<file path="src/rtl/y86_pkg.sv">
`default_nettype none
// ============================================================================
// Module  : y86_pkg
// Brief   : Shared Y86-64 encodings for the fetch stage: instruction codes,
//           status codes, the "no register" specifier, fetch FSM states and
//           an instruction-length helper.
// Revision: 1.0 - initial release
// ============================================================================
package y86_pkg;

  // Instruction codes (upper nibble of the first instruction byte)
  localparam logic [3:0] INOP    = 4'h0;
  localparam logic [3:0] IHALT   = 4'h1;
  localparam logic [3:0] IRRMOVQ = 4'h2;
  localparam logic [3:0] IIRMOVQ = 4'h3;
  localparam logic [3:0] IRMMOVQ = 4'h4;
  localparam logic [3:0] IMRMOVQ = 4'h5;
  localparam logic [3:0] IOPQ    = 4'h6;
  localparam logic [3:0] IJXX    = 4'h7;
  localparam logic [3:0] ICALL   = 4'h8;
  localparam logic [3:0] IRET    = 4'h9;
  localparam logic [3:0] IPUSHQ  = 4'hA;
  localparam logic [3:0] IPOPQ   = 4'hB;

  // Status encodings
  localparam logic [1:0] STAT_AOK = 2'd0;
  localparam logic [1:0] STAT_HLT = 2'd1;
  localparam logic [1:0] STAT_ADR = 2'd2;
  localparam logic [1:0] STAT_INS = 2'd3;

  // Register specifier meaning "no register"
  localparam logic [3:0] RNONE = 4'hF;

  // Fetch sequencer states
  typedef enum logic [2:0] {
    F_OP    = 3'd0,
    F_REG   = 3'd1,
    F_CONST = 3'd2,
    OUT     = 3'd3,
    WAIT_PC = 3'd4,
    HALTED  = 3'd5
  } fetch_state_e;

  // Byte length of an instruction given which optional fields it carries
  function automatic logic [63:0] instr_len(input logic need_regids,
                                            input logic need_valc);
    return 64'd1 + {63'd0, need_regids} + {60'd0, need_valc, 3'b000};
  endfunction

endpackage
`default_nettype wire

</file>
<file path="src/rtl/fetch_unit_ilen_decode.sv">
`default_nettype none
// ============================================================================
// Module  : ilen_decode
// Brief   : Combinational classifier: from an instruction code, tells whether
//           a register-specifier byte and/or an 8-byte constant follow, and
//           whether the code names a defined instruction at all.
// Revision: 1.0 - initial release
// ============================================================================
module ilen_decode
  import y86_pkg::*;
(
  input  logic [3:0] icode_i,
  output logic       need_regids_o,
  output logic       need_valc_o,
  output logic       instr_valid_o
);

  // Map each instruction code onto its optional-field requirements
  always_comb begin
    need_regids_o = 1'b0;
    need_valc_o   = 1'b0;
    instr_valid_o = (icode_i <= IPOPQ);
    case (icode_i)
      IRRMOVQ, IOPQ, IPUSHQ, IPOPQ: need_regids_o = 1'b1;
      IIRMOVQ, IRMMOVQ, IMRMOVQ: begin
        need_regids_o = 1'b1;
        need_valc_o   = 1'b1;
      end
      IJXX, ICALL: need_valc_o = 1'b1;
      default: ;
    endcase
  end

endmodule
`default_nettype wire

</file>
<file path="src/rtl/fetch_unit.sv">
`default_nettype none
// ============================================================================
// Module  : fetch_unit
// Brief   : Y86-64 byte-serial instruction fetch. Reads opcode, optional
//           register byte and optional 8-byte constant one byte per memory
//           handshake, presents the decoded instruction with a valid/ready
//           handshake, then waits for the next PC from the PC-update stage.
// Options : FETCH_BOUND_CHECK_EN - when defined, any byte address at or above
//           IMEM_SIZE reports an address fault without touching memory.
// Revision: 1.0 - initial release
// ============================================================================
module fetch_unit
  import y86_pkg::*;
#(
  parameter logic [63:0] RESET_PC  = 64'h0,
  parameter int          IMEM_SIZE = 4096
) (
  input  logic        clk,
  input  logic        reset,
  input  logic        pc_ld,
  input  logic [63:0] new_PC,
  output logic        imem_req,
  output logic [63:0] imem_addr,
  input  logic        imem_ack,
  input  logic [7:0]  imem_rdata,
  input  logic        imem_err,
  output logic        f_valid,
  input  logic        f_ready,
  output logic [3:0]  icode,
  output logic [3:0]  ifun,
  output logic [3:0]  rA,
  output logic [3:0]  rB,
  output logic [63:0] valC,
  output logic [63:0] valP,
  output logic [63:0] PC,
  output logic [1:0]  stat
);

`ifdef FETCH_BOUND_CHECK_EN
  localparam bit c_bound_en = 1'b1;
`else
  localparam bit c_bound_en = 1'b0;
`endif

  fetch_state_e state_q, state_d;
  logic [63:0]  pc_q, pc_d;
  logic [3:0]   icode_q, icode_d;
  logic [3:0]   ifun_q, ifun_d;
  logic [3:0]   ra_q, ra_d;
  logic [3:0]   rb_q, rb_d;
  logic [63:0]  valc_q, valc_d;
  logic [63:0]  valp_q, valp_d;
  logic [1:0]   stat_q, stat_d;
  logic [2:0]   cnt_q, cnt_d;

  logic [3:0]   w_dec_icode;
  logic         w_need_regids;
  logic         w_need_valc;
  logic         w_instr_valid;
  logic [63:0]  w_offset;
  logic [63:0]  w_addr;
  logic         w_fetching;
  logic         w_oob;
  logic         w_take;
  logic         w_fault;

  // While reading the opcode the decoder looks at the incoming byte; later
  // states look at the already latched icode.
  assign w_dec_icode = (state_q == F_OP) ? imem_rdata[7:4] : icode_q;

  ilen_decode u_ilen_decode (
    .icode_i       (w_dec_icode),
    .need_regids_o (w_need_regids),
    .need_valc_o   (w_need_valc),
    .instr_valid_o (w_instr_valid)
  );

  // Offset from PC of the byte the current fetch state is reading
  always_comb begin
    w_offset = 64'd0;
    case (state_q)
      F_REG:   w_offset = 64'd1;
      F_CONST: w_offset = 64'd1 + {63'd0, w_need_regids} + {61'd0, cnt_q};
      default: w_offset = 64'd0;
    endcase
  end

  // Address is modulo 2^64, so a fetch may wrap past the top of memory
  assign w_addr     = pc_q + w_offset;
  assign w_fetching = (state_q == F_OP) || (state_q == F_REG) || (state_q == F_CONST);
  assign w_oob      = c_bound_en && w_fetching && (w_addr >= 64'(IMEM_SIZE));
  // Reset gates the request directly so it drops in the same cycle
  assign imem_req   = w_fetching && !w_oob && !reset;
  assign imem_addr  = w_addr;
  assign w_take     = imem_req && imem_ack;
  assign w_fault    = w_oob || (w_take && imem_err);

  assign f_valid = (state_q == OUT);
  assign icode   = icode_q;
  assign ifun    = ifun_q;
  assign rA      = ra_q;
  assign rB      = rb_q;
  assign valC    = valc_q;
  assign valP    = valp_q;
  assign PC      = pc_q;
  assign stat    = stat_q;

  // State and datapath registers; reset discards any partial fetch
  always_ff @(posedge clk or posedge reset) begin
    if (reset) begin
      state_q <= F_OP;
      pc_q    <= RESET_PC;
      icode_q <= INOP;
      ifun_q  <= 4'h0;
      ra_q    <= RNONE;
      rb_q    <= RNONE;
      valc_q  <= 64'd0;
      valp_q  <= 64'd0;
      stat_q  <= STAT_AOK;
      cnt_q   <= 3'd0;
    end else begin
      state_q <= state_d;
      pc_q    <= pc_d;
      icode_q <= icode_d;
      ifun_q  <= ifun_d;
      ra_q    <= ra_d;
      rb_q    <= rb_d;
      valc_q  <= valc_d;
      valp_q  <= valp_d;
      stat_q  <= stat_d;
      cnt_q   <= cnt_d;
    end
  end

  // Next-state and field-capture logic for the fetch sequencer
  always_comb begin
    state_d = state_q;
    pc_d    = pc_q;
    icode_d = icode_q;
    ifun_d  = ifun_q;
    ra_d    = ra_q;
    rb_d    = rb_q;
    valc_d  = valc_q;
    valp_d  = valp_q;
    stat_d  = stat_q;
    cnt_d   = cnt_q;

    case (state_q)
      F_OP: begin
        if (w_fault) begin
          stat_d  = STAT_ADR;
          state_d = OUT;
        end else if (w_take) begin
          icode_d = imem_rdata[7:4];
          ifun_d  = imem_rdata[3:0];
          cnt_d   = 3'd0;
          if (!w_instr_valid) begin
            // Undefined opcode: no more bytes are read, valP stays cleared
            stat_d  = STAT_INS;
            state_d = OUT;
          end else begin
            valp_d = pc_q + instr_len(w_need_regids, w_need_valc);
            if (imem_rdata[7:4] == IHALT) begin
              stat_d = STAT_HLT;
            end
            if (w_need_regids) begin
              state_d = F_REG;
            end else if (w_need_valc) begin
              state_d = F_CONST;
            end else begin
              state_d = OUT;
            end
          end
        end
      end

      F_REG: begin
        if (w_fault) begin
          stat_d  = STAT_ADR;
          state_d = OUT;
        end else if (w_take) begin
          ra_d    = imem_rdata[7:4];
          rb_d    = imem_rdata[3:0];
          state_d = w_need_valc ? F_CONST : OUT;
        end
      end

      F_CONST: begin
        if (w_fault) begin
          stat_d  = STAT_ADR;
          state_d = OUT;
        end else if (w_take) begin
          // Little-endian: byte k of the constant lands in valC[8k+7:8k]
          valc_d[{cnt_q, 3'b000} +: 8] = imem_rdata;
          if (cnt_q == 3'd7) begin
            state_d = OUT;
          end else begin
            cnt_d = cnt_q + 3'd1;
          end
        end
      end

      OUT: begin
        if (f_ready) begin
          state_d = (stat_q == STAT_AOK) ? WAIT_PC : HALTED;
        end
      end

      WAIT_PC: begin
        if (pc_ld) begin
          pc_d    = new_PC;
          icode_d = INOP;
          ifun_d  = 4'h0;
          ra_d    = RNONE;
          rb_d    = RNONE;
          valc_d  = 64'd0;
          valp_d  = 64'd0;
          stat_d  = STAT_AOK;
          cnt_d   = 3'd0;
          state_d = F_OP;
        end
      end

      HALTED: ;

      default: state_d = HALTED;
    endcase
  end

endmodule
`default_nettype wire

</file>
<file path="config.mk">
export PLATFORM = sky130hd
export DESIGN_NAME = fetch_unit
export DESIGN_NICKNAME = d
export VERILOG_FILES = /design/src/rtl/y86_pkg.sv /design/src/rtl/fetch_unit_ilen_decode.sv /design/src/rtl/fetch_unit.sv
export SDC_FILE = /design/constraint.sdc
export NUM_CORES = 1
export LEC_CHECK = 0
export BUFFER_PORTS_ARGS = -buffer_cell sky130_fd_sc_hd__clkbuf_2
export CAP_MARGIN = 20
export CELL_PAD_IN_SITES_DETAIL_PLACEMENT = 0
export CELL_PAD_IN_SITES_GLOBAL_PLACEMENT = 2
export CORE_ASPECT_RATIO = 1.4
export CORE_MARGIN = 3
export CORE_UTILIZATION = 34
export CTS_CLUSTER_DIAMETER = 100
export DETAILED_ROUTE_END_ITERATION = 12
export PLACE_DENSITY = 0.9
export SYNTH_ARGS = -nofsm -noshare
export SYNTH_HDL_FRONTEND = slang
export SYNTH_HIERARCHICAL = 1
export SYNTH_SLANG_ARGS = --single-unit
</file>
<file path="constraint.sdc">
create_clock -name clk -period 12.2 [get_ports clk]
set_clock_uncertainty 0.05 [all_clocks]
set_input_delay 0.61 -clock clk [delete_from_list [all_inputs] [get_ports clk]]
set_output_delay 0.61 -clock clk [all_outputs]
set_load 0.02 [all_outputs]
</file>
After elaboration in Yosys (flattened, before gate mapping)
Index checks and enable logic that the tools add are counted.
{"block": "totals", "reg_bits": 216, "out_inout_bits": 276, "word_cells": 127, "inputBits": 78}
{"block": "classes", "shift": 2, "n_bitwise": 1, "eq_ne": 32, "mux": 50, "reduce_logical": 24, "magnitude_cmp": 1, "add_sub_neg": 7}
{"cell": "$mux 64", "n": 6}
{"cell": "$pmux 64 s2", "n": 3}
{"cell": "$add 64x3->64", "n": 1}
{"cell": "$add 64x5->64", "n": 1}
{"cell": "$add 64x64->64", "n": 1}
{"cell": "$bwmux 64", "n": 1}
{"cell": "$shift 8x8->64 const A", "n": 1}
{"cell": "$shiftx 8x8->64", "n": 1}
{"cell": "$mux 3", "n": 14}
{"cell": "$pmux 4 s2", "n": 4}
{"cell": "$mux 4", "n": 7}
{"cell": "$ne 2x2->1 const B", "n": 9}
{"cell": "$pmux 3 s6", "n": 1}
{"cell": "$eq 4x3->1 const B", "n": 4}
{"cell": "$mux 2", "n": 8}
{"cell": "$reduce_and 7->1", "n": 2}
{"cell": "$eq 4x4->1 const B", "n": 3}
{"cell": "$reduce_and 4->1", "n": 3}
{"cell": "$reduce_and 5->1", "n": 2}
{"cell": "$eq 3x3->1 const B", "n": 3}
{"cell": "$ne 3x3->1 const B", "n": 3}
{"cell": "$pmux 3 s3", "n": 1}
{"cell": "$eq 4x2->1 const B", "n": 2}
{"cell": "$neg 6->8", "n": 1}
{"cell": "24 further kinds", "n": 35}

Logic depth before layout (Yosys ltp)
{"block": "depth", "depth_word": 12, "depth_mapped": 19, "depth_no_buf": 17}

By module
The synthesis kept the hierarchy.
{"module": "fetch_unit", "n_inst": 1, "area_per_inst_um2": 11402.2, "seq_area_each_um2": 5415.2, "cells_per_inst": 1124}
{"module": "ilen_decode", "n_inst": 1, "area_per_inst_um2": 50.0, "seq_area_each_um2": 0.0, "cells_per_inst": 7}

Worst setup path before layout
Ideal clock, no wire load.
{"block": "synth_path", "kind": "register -> output", "start": "register state_q[0]", "end": "output imem_addr[59]", "arrival_time_ps": 4362, "stages_incl_launch_ff": 19, "slack_ps": 7178, "path_buffers": 2, "path_cell_list": "dfrtp_1 -> clkbuf_1 -> nor3_1 -> mux2_2 -> mux2_2 -> inv_1 -> ha_1 -> inv_1 -> fa_1 -> xor2_1 -> nor2_1 -> ha_1 -> o21ai_0 -> o21bai_1 -> and3_1 -> buf_4 -> nand3_2 -> nor3_2 -> xor2_1"}
{"block": "synth_via", "elab_chain_cells": 9}
{"item": "start: declaration", "line": "fetch_unit.sv:45", "text": "fetch_state_e state_q, state_d;"}
{"item": "start signal: assignment", "line": "fetch_unit.sv:122", "text": "state_q <= state_d;"}
{"item": "$logic_not 3->1 *", "line": "fetch_unit.sv:69", "text": "assign w_dec_icode = (state_q == F_OP) ? imem_rdata[7:4] : icode_q;"}
{"item": "$mux 4 *", "line": "fetch_unit.sv:69"}
{"item": "named net w_dec_icode[2]", "line": "fetch_unit.sv:56", "text": "logic [3:0] w_dec_icode;"}
{"item": "$eq 4x2->1, or another cell as far along", "line": "fetch_unit_ilen_decode.sv:23", "text": "case (icode_i)"}
{"item": "$reduce_or 7->1 (no source line) *"}
{"item": "$mux 1 *", "line": "fetch_unit_ilen_decode.sv:23"}
{"item": "named net w_need_regids", "line": "fetch_unit.sv:57", "text": "logic w_need_regids;"}
{"item": "$add 1x1->2 *", "line": "fetch_unit.sv:83", "text": "F_CONST: w_offset = 64'd1 + {63'd0, w_need_regids} + {61'd0, cnt_q};"}
{"item": "$add 64x3->64 *", "line": "fetch_unit.sv:83"}
{"item": "$pmux 64 s2 *", "line": "fetch_unit.sv:81", "text": "case (state_q)"}
{"item": "$add 64x64->64 *", "line": "fetch_unit.sv:89", "text": "assign w_addr = pc_q + w_offset;"}
{"item": "end: declaration", "line": "fetch_unit.sv:23", "text": "output logic [63:0] imem_addr,"}
Mark *: on every way through the listed nets, which the timed path passes. The rest lies on a longest branch.

Worst setup path in the final report
{"block": "layout_path", "start": "register state_q[1]", "end": "output imem_addr[59]"}
The elaborated chain is that of the path after synthesis.

==> results.cfg <==
[outcome]
status = finished clean

[synthesis]
synth.most_common_cell = dfrtp_1
synth_common_cells = dfrtp_1 (208), nand2_1 (174), nor2_1 (86), o21ai_0 (77), mux2_2 (74)
synth.lib_cells_used.distinct = 67
ys.flop_type = dfrtp_1
syn_inst = 1131
avgSynthCellArea_sq_um = 10.1
ys_seq_area_frac = 0.473
synth_area_sq_um = 11500
synth_top_area_cell = dfrtp_1
synth_nets = 1225
synth_area_leaders = dfrtp_1 (45%), mux2_2 (7.3%), nand2_1 (5.7%)
ys_ff_latch = 216
synth_edf_count = 0
ys_async_sr_fraction = 1.00
synth_top_area_share = 0.454
synth_warnings = 6

[placement]
routabilityCongestion = 0.869
io_buffers = 353
dp_hpwl_um = 29300

[global_routing]
antenna_found_initial = 2
track_usage = 0.213
grt_pass1_wl_um = 60100
grt.overflow.total = 0
grt_max_degree = 134
grt_pass1_vias = 9796

[critical_path]
r2r_start = state_q[1]
crit_type = flip-flop to primary output
crit_end = imem_addr[59]
cp-start-kind = flip-flop
crit_start = state_q[1]
critPathRequiredTime_ns = 11.54
rr_endpoint = valP[58]
worstSetupEndpointType = primary output
r2r_cells = 13
crit_arrival_ns = 6.11
r2r_slack_ns = 7.37
cp_max_fo = 26

[floorplan]
die_x_um = 161
io_pins = 354
start_util = 0.349
fp.dieH_um = 223
coreArea_sq_um = 32800
rows = 78
dieArea_sq_um = 36000

[clocking]
clk_pin_slew_ns = 0.07
ctsResizeCount = 0
cts_max_path_buffers = 3
htreeDepth = 1
holdBufCountCts = 0
clock_sinks = 216
cts_tree = built
insertion_delay_ns = 0.54
cts_setup_buffers = 0
cts-root-buf = clkbuf_16
numCtsBuffers = 24

[finish]
fin_nets = 1539
final_layout_size_suffix_gt1_frac = 0.360
syn_to_final_growth_pct = 24.6
antenna_cells = 0

[power]
power.total_mw = 3.85
powerDensity_nw_per_um2 = 270
irDropWorstVdd_uv = 163
p_leak_nw = 6.75

[timing]
fmax_mhz = 148
min_period_ns = 6.77
finalSetupTns_ns = 0
hold_violations = 0
post-route-period-util = 0.555
finalSetupViolCount = 0
worst_pin_slew_ns = 0.969
finalMaxSlewViolations = 0
rsz0062_at_grt = no
slew-limit-headroom = 0.354

[min_path]
holdPathStages = 3
min_path_type = input pin to flip-flop

[detailed_routing]
drt_wl_total_um = 39200
wl_per_cell_um = 20.6
drtAntennaViolNets = 0
viasPerCell = 5.14
vias = 9774
drtPass1Iterations = 5
first_iter_violations = 460
drc = 0

[job]
drv_cap = 0
## critical path: stages (launching register included)
cell and delay, ns:
dfrtp_1 0.65, nor3_1 0.61, mux2_2 0.45, mux2_2 0.31, inv_1 0.20, ha_1 0.22
inv_1 0.06, fa_1 0.36, xor2_1 0.15, nor2_1 0.06, ha_1 0.34, o21ai_0 0.09
o21bai_1 0.53, and3_1 0.62, nand3_2 0.31, nor3_2 0.22, xor2_1 0.17, clkbuf_2 0.19
## state kept, by name (all words and copies together), names as in the netlist
signal / cells
PC: 64
valC: 64
valP: 64
icode: 4
ifun: 4
rA: 4
rB: 4
cnt_q: 3
state_q: 3
stat: 2
## per-layer routing
metal  vias up  track usage  part of all wire
met1      4815        0.253              0.38
li1       4536            -                 -
met4         4       0.0658             0.031
met2       351        0.385              0.52
met5         -            0           0.00074
met3        68       0.0444             0.064
## cell type report
cell class,count,area [sq um]
fill,3298,18500
tap,440,551
clock inverter,14,175
clock buffer,30,643
inverter,13,56.3
multi-input combinational,832,5600
timing repair buffer,358,1840
sequential,216,5420
## cells by family after synthesis
kind of cell / count (synthesis) / synth area share
DFF: 216 / 0.473
and+or+nand+nor: 430 / 0.198
adders and majority gates: 16 / 0.0194
muxes: 74 / 0.0728
AOI/OAI and AO/OA: 187 / 0.102
buffers and inverters: 83 / 0.0396
xor gates and xnor gates: 125 / 0.0956
## placed cells by master (no fill, tap or decap), drive strengths merged, types with 4 or more instances in the layout
cell / synthesis / final
a21o: 4 / 4
a21oi: 22 / 22
a22o: 32 / 32
and2: 13 / 13
and3: 15 / 15
buf: 27 / 5
clkbuf: 43 / 383
clkinv: 0 / 4
clkinvlp: 0 / 6
dfrtp: 208 / 208
dfstp: 8 / 8
ha: 13 / 13
inv: 13 / 14
mux2: 74 / 74
nand2: 176 / 176
nand2b: 7 / 7
nand3: 32 / 32
nand4: 34 / 34
nor2: 88 / 88
nor2b: 4 / 4
nor3: 34 / 34
nor4: 9 / 9
o21ai: 100 / 100
o31ai: 12 / 12
or2: 5 / 5
xnor2: 66 / 66
xor2: 59 / 59
## metrics by stage
step | hold slack [ns] | instance area, sq um | util | setup slack, ns | cells
floorplan | 0.482 | 11500 | - | 5.65 | 1131
global placement | 0.410 | 13400 | 0.409 | 6.08 | 1857
detailed placement | 0.415 | 13400 | 0.409 | 5.94 | 1858
CTS | 0.206 | 14200 | 0.434 | 5.34 | 1902
global route | 0.229 | 14300 | 0.435 | 4.91 | 1903
finish | 0.224 | 14300 | 0.435 | 5.43 | 1903
## worst min-delay path by stage
stage                     startpoint       end  slack [ns]
after global placement      valP[38]  valP[38]        0.41
after detailed placement     valP[2]   valP[2]        0.41
final                     new_PC[61]    PC[61]        0.22
after global routing      new_PC[61]    PC[61]        0.23
after CTS                  new_PC[1]     PC[1]        0.21
after floorplan                rA[0]     rA[0]        0.48
## power breakdown
part	leakage, nW	switching, mW	internal (mW)
clock	0.381	0.321	0.441
sequential	2.83	0.405	0.989
combinational	3.54	1.06	0.630
(Power assumes the default switching activity.)
